`src/rtl/addsub_pkg.sv`:
```
// Shared types and helpers for the packed 2x4-bit add/sub issue stage.
package addsub_pkg;

  localparam logic OP_ADD = 1'b0;
  localparam logic OP_SUB = 1'b1;

  localparam int REQ_W = 17;

  localparam logic [1:0] ST_IDLE   = 2'd0;
  localparam logic [1:0] ST_SETTLE = 2'd1;
  localparam logic [1:0] ST_WAIT   = 2'd2;
  localparam logic [1:0] ST_OUT    = 2'd3;

  typedef struct packed {
    logic       op;
    logic [7:0] in1;
    logic [7:0] in2;
  } req_t;

  function automatic logic signed [3:0] lane_hi(input logic [7:0] v);
    return v[7:4];
  endfunction

  function automatic logic signed [3:0] lane_lo(input logic [7:0] v);
    return v[3:0];
  endfunction

endpackage

```
`src/rtl/addsub_dispatch_if.sv`:
```
// Request, engine and result buses of the add/sub issue stage.
interface addsub_dispatch_if;

  logic       req_valid;
  logic       req_ready;
  logic       req_op;
  logic [7:0] req_in1;
  logic [7:0] req_in2;
  logic [7:0] eng_in1;
  logic [7:0] eng_in2;
  logic [1:0] eng_add_or_sub;
  logic [7:0] eng_out;
  logic       eng_done;
  logic       res_valid;
  logic       res_ready;
  logic [7:0] res_data;
  logic       res_err;
  logic [1:0] res_ovf;

  modport master (
    output req_valid, req_op, req_in1, req_in2, eng_out, eng_done, res_ready,
    input  req_ready, eng_in1, eng_in2, eng_add_or_sub, res_valid, res_data, res_err, res_ovf
  );

  modport slave (
    input  req_valid, req_op, req_in1, req_in2, eng_out, eng_done, res_ready,
    output req_ready, eng_in1, eng_in2, eng_add_or_sub, res_valid, res_data, res_err, res_ovf
  );

endinterface

```
`src/rtl/addsub_req_fifo.sv`:
```
// DEPTH-entry register FIFO holding request words; DEPTH must be a power of 2.
module addsub_req_fifo
  import addsub_pkg::*;
#(
  parameter  int DEPTH = 4,
  localparam int CW    = $clog2(DEPTH + 1),
  localparam int AW    = $clog2(DEPTH)
) (
  input  logic             clk,
  input  logic             rst,
  input  logic             i_push,
  input  logic [REQ_W-1:0] i_data,
  input  logic             i_pop,
  output logic [REQ_W-1:0] o_data,
  output logic             o_full,
  output logic             o_empty,
  output logic [CW-1:0]    o_count
);

  logic [REQ_W-1:0] r_mem [DEPTH];
  logic [AW-1:0]    r_wr;
  logic [AW-1:0]    r_rd;
  logic [CW-1:0]    r_count;
  logic             w_push;
  logic             w_pop;

  assign o_full  = (r_count == CW'(DEPTH));
  assign o_empty = (r_count == '0);
  assign o_count = r_count;
  assign o_data  = r_mem[r_rd];
  assign w_push  = i_push && !o_full;
  assign w_pop   = i_pop && !o_empty;

  // Pointers wrap naturally at the power-of-2 depth.
  always_ff @(posedge clk or posedge rst) begin
    if (rst) begin
      r_wr    <= '0;
      r_rd    <= '0;
      r_count <= '0;
    end else begin
      if (w_push) r_wr <= r_wr + AW'(1);
      if (w_pop)  r_rd <= r_rd + AW'(1);
      case ({w_push, w_pop})
        2'b10:   r_count <= r_count + CW'(1);
        2'b01:   r_count <= r_count - CW'(1);
        default: r_count <= r_count;
      endcase
    end
  end

  always_ff @(posedge clk) begin
    if (w_push) r_mem[r_wr] <= i_data;
  end

endmodule

```
`src/rtl/addsub_dispatch.sv`:
```
// Issue stage for the packed 2x4-bit signed add/sub engine: queue, issue, capture, timeout.
// Define ADDSUB_OVF_EN to compute per-lane signed-overflow flags on res_ovf.
module addsub_dispatch
  import addsub_pkg::*;
#(
  parameter  int DEPTH   = 4,
  parameter  int TIMEOUT = 16,
  localparam int CW      = $clog2(DEPTH + 1),
  localparam int TW      = $clog2(TIMEOUT)
) (
  input  logic               clk,
  input  logic               rst,
  addsub_dispatch_if.slave   bus,
  output logic               busy,
  output logic [CW-1:0]      fifo_count
);

  logic [1:0]       r_state;
  logic [TW-1:0]    r_timer;
  logic [7:0]       r_eng_in1;
  logic [7:0]       r_eng_in2;
  logic             r_op;
  logic             r_res_valid;
  logic [7:0]       r_res_data;
  logic             r_res_err;
  req_t             w_req;
  req_t             w_head;
  logic [REQ_W-1:0] w_fifo_q;
  logic             w_full;
  logic             w_empty;
  logic             w_push;
  logic             w_pop;

  assign w_req         = '{op: bus.req_op, in1: bus.req_in1, in2: bus.req_in2};
  assign w_head        = w_fifo_q;
  assign bus.req_ready = !w_full;
  assign w_push        = bus.req_valid && !w_full;
  assign w_pop         = (r_state == ST_IDLE) && !w_empty;

  addsub_req_fifo #(.DEPTH(DEPTH)) u_fifo (
    .clk     (clk),
    .rst     (rst),
    .i_push  (w_push),
    .i_data  (w_req),
    .i_pop   (w_pop),
    .o_data  (w_fifo_q),
    .o_full  (w_full),
    .o_empty (w_empty),
    .o_count (fifo_count)
  );

`ifdef ADDSUB_OVF_EN
  logic [1:0] r_res_ovf;
  logic [1:0] w_ovf;

  function automatic logic lane_ovf(input logic op, input logic signed [3:0] x,
                                    input logic signed [3:0] y, input logic signed [3:0] r);
    logic same_sign;
    same_sign = (x[3] == y[3]);
    return ((op == OP_ADD) ? same_sign : !same_sign) && (r[3] != x[3]);
  endfunction

  assign w_ovf = {lane_ovf(r_op, lane_hi(r_eng_in1), lane_hi(r_eng_in2), lane_hi(bus.eng_out)),
                  lane_ovf(r_op, lane_lo(r_eng_in1), lane_lo(r_eng_in2), lane_lo(bus.eng_out))};
  assign bus.res_ovf = r_res_ovf;
`else
  assign bus.res_ovf = 2'b00;
`endif

  // Engine operands change only on pop; SETTLE masks a done left over from the previous op.
  always_ff @(posedge clk or posedge rst) begin
    if (rst) begin
      r_state     <= ST_IDLE;
      r_timer     <= '0;
      r_eng_in1   <= '0;
      r_eng_in2   <= '0;
      r_op        <= OP_ADD;
      r_res_valid <= 1'b0;
      r_res_data  <= '0;
      r_res_err   <= 1'b0;
`ifdef ADDSUB_OVF_EN
      r_res_ovf   <= 2'b00;
`endif
    end else begin
      case (r_state)
        ST_IDLE: begin
          if (!w_empty) begin
            r_eng_in1 <= w_head.in1;
            r_eng_in2 <= w_head.in2;
            r_op      <= w_head.op;
            r_state   <= ST_SETTLE;
          end
        end
        ST_SETTLE: begin
          r_timer <= '0;
          r_state <= ST_WAIT;
        end
        ST_WAIT: begin
          if (bus.eng_done) begin
            r_res_data  <= bus.eng_out;
            r_res_err   <= 1'b0;
            r_res_valid <= 1'b1;
`ifdef ADDSUB_OVF_EN
            r_res_ovf   <= w_ovf;
`endif
            r_state     <= ST_OUT;
          end else if (r_timer == TW'(TIMEOUT - 1)) begin
            r_res_data  <= 8'h00;
            r_res_err   <= 1'b1;
            r_res_valid <= 1'b1;
`ifdef ADDSUB_OVF_EN
            r_res_ovf   <= 2'b00;
`endif
            r_state     <= ST_OUT;
          end else begin
            r_timer <= r_timer + TW'(1);
          end
        end
        ST_OUT: begin
          if (bus.res_ready) begin
            r_res_valid <= 1'b0;
            r_state     <= ST_IDLE;
          end
        end
        default: r_state <= ST_IDLE;
      endcase
    end
  end

  assign bus.eng_in1        = r_eng_in1;
  assign bus.eng_in2        = r_eng_in2;
  assign bus.eng_add_or_sub = {1'b0, r_op};
  assign bus.res_valid      = r_res_valid;
  assign bus.res_data       = r_res_data;
  assign bus.res_err        = r_res_err;
  assign busy               = (r_state != ST_IDLE);

endmodule

```
`src/flat_wrapper.sv`:
```
// flat-port wrapper written by rule: the top's interface ports become plain ports
module addsub_dispatch_flat import addsub_pkg::*;
#(
  parameter  int DEPTH   = 4,
  parameter  int TIMEOUT = 16,
  localparam int CW      = $clog2(DEPTH + 1),
  localparam int TW      = $clog2(TIMEOUT)
)
  (clk, rst, busy, fifo_count, bus_req_valid, bus_req_op, bus_req_in1, bus_req_in2, bus_eng_out, bus_eng_done, bus_res_ready, bus_req_ready, bus_eng_in1, bus_eng_in2, bus_eng_add_or_sub, bus_res_valid, bus_res_data, bus_res_err, bus_res_ovf);
  addsub_dispatch_if bus_i ();
  input  logic clk;
  input  logic rst;
  output logic busy;
  output logic [CW-1:0] fifo_count;
  input wire logic [$bits(bus_i.req_valid)-1:0] bus_req_valid;
  input wire logic [$bits(bus_i.req_op)-1:0] bus_req_op;
  input wire logic [$bits(bus_i.req_in1)-1:0] bus_req_in1;
  input wire logic [$bits(bus_i.req_in2)-1:0] bus_req_in2;
  input wire logic [$bits(bus_i.eng_out)-1:0] bus_eng_out;
  input wire logic [$bits(bus_i.eng_done)-1:0] bus_eng_done;
  input wire logic [$bits(bus_i.res_ready)-1:0] bus_res_ready;
  output wire logic [$bits(bus_i.req_ready)-1:0] bus_req_ready;
  output wire logic [$bits(bus_i.eng_in1)-1:0] bus_eng_in1;
  output wire logic [$bits(bus_i.eng_in2)-1:0] bus_eng_in2;
  output wire logic [$bits(bus_i.eng_add_or_sub)-1:0] bus_eng_add_or_sub;
  output wire logic [$bits(bus_i.res_valid)-1:0] bus_res_valid;
  output wire logic [$bits(bus_i.res_data)-1:0] bus_res_data;
  output wire logic [$bits(bus_i.res_err)-1:0] bus_res_err;
  output wire logic [$bits(bus_i.res_ovf)-1:0] bus_res_ovf;
  assign bus_i.req_valid = bus_req_valid;
  assign bus_i.req_op = bus_req_op;
  assign bus_i.req_in1 = bus_req_in1;
  assign bus_i.req_in2 = bus_req_in2;
  assign bus_i.eng_out = bus_eng_out;
  assign bus_i.eng_done = bus_eng_done;
  assign bus_i.res_ready = bus_res_ready;
  assign bus_req_ready = bus_i.req_ready;
  assign bus_eng_in1 = bus_i.eng_in1;
  assign bus_eng_in2 = bus_i.eng_in2;
  assign bus_eng_add_or_sub = bus_i.eng_add_or_sub;
  assign bus_res_valid = bus_i.res_valid;
  assign bus_res_data = bus_i.res_data;
  assign bus_res_err = bus_i.res_err;
  assign bus_res_ovf = bus_i.res_ovf;
  addsub_dispatch #(.DEPTH(DEPTH), .TIMEOUT(TIMEOUT)) u_core (.clk(clk), .rst(rst), .bus(bus_i), .busy(busy), .fifo_count(fifo_count));
endmodule
```
`config.mk`:
```
export PLATFORM = sky130hd
export DESIGN_NAME = addsub_dispatch_flat
export DESIGN_NICKNAME = d
export VERILOG_FILES = /design/src/rtl/addsub_pkg.sv /design/src/rtl/addsub_dispatch_if.sv /design/src/rtl/addsub_req_fifo.sv /design/src/rtl/addsub_dispatch.sv /design/src/flat_wrapper.sv
export SDC_FILE = /design/constraint.sdc
export NUM_CORES = 1
export LEC_CHECK = 0
export CORE_ASPECT_RATIO = 2
export CORE_MARGIN = 1.5
export CORE_UTILIZATION = 25
export CTS_CLUSTER_SIZE = 8
export DETAILED_ROUTE_END_ITERATION = 16
export GPL_TIMING_DRIVEN = 0
export SYNTH_ARGS = -nofsm -noshare
export SYNTH_HDL_FRONTEND = slang
export SYNTH_SLANG_ARGS = --single-unit
export TNS_END_PERCENT = 10
```
`constraint.sdc`:
```
create_clock -name clk -period 4.3 [get_ports clk]
set_clock_uncertainty 0.2 [all_clocks]
set_input_delay 1.29 -clock clk [delete_from_list [all_inputs] [get_ports clk]]
set_output_delay 1.29 -clock clk [all_outputs]
set_load 0.05 [all_outputs]
```
==> results of run 1 <==
-- cell families (layout without fill, tap and decap cells) --
logic type	Yosys count	in the layout
flops	108	108
fa+ha+maj	12	12
other cells	1	3
compound gates	21	21
buf+inv	28	106
xor+xnor	6	6
mux	21	21
simple gates	75	75
-- final cells by class --
type / count / area share
Inverter: 15 / 0.01023
Tap cell: 210 / 0.04773
Timing Repair Buffer: 62 / 0.1145
Buffer: 13 / 0.01386
Clock buffer: 10 / 0.04159
Sequential cell: 108 / 0.5527
Clock inverter: 6 / 0.007273
Multi-Input combinational cell: 138 / 0.2120
-- worst min-delay path by stage --
stage,endpoint,cells after the start
finish,u_core.bus.eng_in2[2]$_DFFE_PP0P_,2
global route,u_core.bus.eng_in1[0]$_DFFE_PP0P_,2
CTS,u_core.bus.eng_in1[3]$_DFFE_PP0P_,2
detailed placement,u_core.bus.eng_in2[7]$_DFFE_PP0P_,2
global placement,u_core.bus.eng_in2[5]$_DFFE_PP0P_,2
floorplan,u_core.r_op$_DFFE_PP0P_,2
-- where the power goes --
group,switching [mW],total (mW),internal [mW],leakage [nW]
clock,0.358,0.751,0.393,0.128
sequential,0.147,1.57,1.43,1.12
combinational,1.10,1.79,0.687,0.888
-- state kept, by name (all words and copies together) (netlist names), 2 cells and up --
signal and count:
u_core.bus.eng_in2 8, u_core.r_timer 4, u_core.u_fifo.o_count 3, u_core.bus.eng_in1 8, u_core.u_fifo.r_wr 2, u_core.u_fifo.r_mem 68
u_core.r_state 2, u_core.u_fifo.r_rd 2, u_core.bus.res_data 8
-- worst register-to-register path, cell delays in order (launching register included) --
cell     delay [ns]
dfrtp_1        0.40
inv_1          0.13
ha_1           0.26
o31ai_4        0.19
inv_2          0.23
buf_2          0.30
ha_1           0.22
inv_1          0.06
fa_1           0.37
xor2_1         0.15
nor2_1         0.11
xor2_1         0.14
-- routing by layer --
| metal | track usage | vias to the layer above |
|---|---|---|
| li1 | - | 1134 |
| met4 | 0.03563 | 0 |
| met1 | 0.1353 | 1164 |
| met3 | 0.01928 | 7 |
| met2 | 0.1487 | 73 |
| met5 | 0 | - |
-- synthesized netlist by cell type, types with 2 or more instances --
cell	count
edfxtp_1	68
xnor2_1	4
nand2b_1	2
mux4_2	17
nand3_1	5
buf_4	6
ha_1	11
nor2_1	3
a22o_1	8
xor2_1	2
clkbuf_1	3
mux2i_1	2
nand2_1	54
o221ai_1	2
dfrtp_1	40
and3_2	4
inv_1	14
buf_2	4
a21oi_1	3
-- through the flow --
step / hold WS [ns] / util / cell area, µm² / total power [mW] / worst slack, ns
CTS: 0.2872 / 0.3219 / 5505 / 4.178 / 0.7750
floorplan: 0.2469 / - / 4343 / 2.846 / 1.549
global placement: 0.2630 / 0.3050 / 5216 / 3.383 / 0.8931
finish: 0.2825 / 0.3219 / 5505 / 4.113 / 0.8025
global route: 0.3051 / 0.3219 / 5505 / 4.373 / 0.7412
detailed placement: 0.2639 / 0.3062 / 5236 / 3.417 / 1.031
==> impl_results.md, run 1 <==
- End point of the critical path: bus_req_ready
- Number of cells traversed by the worst register-to-register path: 11
- Met2 wire length: 3843 µm
- Post-synthesis instance total: 272
- CP Launch Type: flip-flop
- CTS tree: done
- I/O pin count: between 60 and 70
- Antenna viol nets, final: 0
- Final count of hold timing violations: 0
- Area of the core: 17,100 µm²
- Total congestion overflow after global routing: 0
- Async SR Flop Fraction: 0.3704
- Number of placed cells counting well taps: 546
- Worst path depth: 2
- Antenna violations before repair: 0
- DIE WIDTH: approximately 96 µm
- Syn Std Cell Area: around 4300 µm²
- Worst setup path category: reg -> out
- Number of unique standard cell types used by synthesis: 39
- Final-report setup violation count: 0
- Register bit count reported by yosys: about 110
- Diode insertion count for antenna repair: 0
- Area Overhead vs Synth: 26.98%
- Total setup buffers inserted after CTS: 0
- Final sum of negative setup slack: 0 ns
- Share of synthesized cell area in full adder, half adder and majority cells: 0.03636
- Startpoint of the worst hold path: u_core.bus.eng_in2[2]$_DFFE_PP0P_
- Arrival @ worst endpoint: 2.01 ns
- Commonest non-fill, non-tap cell in the layout: edfxtp_1
- Count of fill cells added during filler insertion: 1,675
- Setup repair after global routing missed its margin: no
- Vias per Instance: ~4.2
- Leading post-synthesis cells by cell area: edfxtp_1, dfrtp_1, mux4_2
- WL/cell: 14.80 µm
- Largest area contributor in the synthesized netlist: edfxtp_1
- Flip-flop cell with the highest count after synthesis: edfxtp_1
- Startpoint of the most critical register-to-register path: u_core.r_state[0]$_DFFE_PP0P_
- Number of warning messages in the yosys log: 0
- Maximum count of clock buffers along a single path: 2
- Worst min-delay path category: reg -> reg
- Max-Cap Viols: 0
- Category of cells accounting for the largest share of critical-path delay: buffers and inverters
- Top fanout value on the critical path: 6
- Clock tree root driver cell: clkbuf_16
- Vias in the first global route: 2,415
- Simple-Gate Fraction of Synth Area: 0.07677
- Fraction of post-synthesis cell area in the top cell type by area: 0.4710
- FF+latch area: ~3000 µm²
- Syn Area/Cell: between 15 and 20 µm²
- Detail Placement HPWL: approximately 5400 µm
- Non-filler cells, final: roughly 560
- H-tree lvl count: 3
- Slew at the pin closest to its max-slew limit: about 0.64 ns
- # hold bufs at CTS: 0
- Nets: ~390
- Clock latency on the worst-skew pair: roughly 0.34 ns
- Critical Path RT: 2.81 ns
- Total power density per cell area: 747.0 nW/µm²
- Met3 Routed Length: approximately 450 µm
- Number of buffers and inverters on the critical path: 1
- Total Routing Usage GR: 0.09727
- Pin count of the biggest net entering global routing: 37
- Post-synth EDFFs: 68
- Sinks on Clock Net: between 100 and 150
- Wire length of the first global-routing pass: approximately 13,000 µm
- Leakage power total: ~2.1 nW
- Commonest cells after routing, fill and taps aside: edfxtp_1, clkdlybuf4s50_1, nand2_1
- Total die area: 18,190 µm²
- Post-synthesis mux area share: 0.09899
- Multi-input logic area: 1167 µm²
- Run status: finished, final reports clean
- Maximum cell stage delay along the critical path: between 0.7 and 0.8 ns
- Crit path max-delay cell type: clkdlybuf4s50_1
- Cts repair resizes: 0
- Inserted Clock Buffers: 9
- Total vias in the final route: 2,378
- Starting density of the core: 0.2535
- Metal1 wirelength: 3915 µm
- Top metal layer carrying routed signals: met4
- Routability congestion estimate from global placement: 0.7045
- DRC violation count after routing: 0
- Port buffer count: 61
- Final wirelength: between 8000 and 9000 µm
- Site Rows: 68
- Source of the critical timing path: u_core.u_fifo.o_count[0]$_DFFE_PP0P_
- Number of detailed-route iterations in the first pass: 4
- Die height: 189.2 µm
- Clock slew at the register clock pins of the worst setup and hold paths: 0.07 ns
- Worst reg2reg endpoint: u_core.u_fifo.o_count[2]$_DFFE_PP0P_
- Max-slew headroom: 0.5757
- Crit end category: primary output
- Worst VDD drop: 328.7 µV
- Worst path cell trace: or3b_4, clkdlybuf4s50_1
- FF-to-FF setup slack: 1.49 ns
- Synthesized-area fraction occupied by ao, oa, aoi and oai cells: 0.04242
- Share of post-route cells with drive strength above 1: 0.1534
- Violation count after the first detailed-route iteration: 96
- Xor/xnor share of the synthesized area: 0.01212
- Final Critical Period: 3.497 ns
- Final-report max-slew violation count: 0
- Portion of the post-synthesis area used by sequential elements: 0.7019
- Final period utilization: 0.8134
- Maximum clock rate: 285.9 MHz
- Dominant combinational cell family by area after synthesis: multiplexers
Power figures use the tool's default switching activity.
==> inputs of run 2 (changes only) <==
==> constraint.sdc (replaced) <==
create_clock -name clk -period 3.6 [get_ports clk]
set_clock_uncertainty 0.2 [all_clocks]
set_input_delay 1.08 -clock clk [delete_from_list [all_inputs] [get_ports clk]]
set_output_delay 1.08 -clock clk [all_outputs]
set_load 0.05 [all_outputs]
==> results of run 2 <==
The final DEF is identical to that of run 1. Status: finished, final reports clean.
Main changes from that run: setup slack after placement 1.031 ns -> 0.5411 ns; setup slack after layout 0.8025 ns -> 0.3125 ns; register-to-register setup slack 1.49 ns -> 0.79 ns; total power 4.113 mW -> 4.912 mW; worst IR drop on VDD 328.7 µV -> 392.6 µV
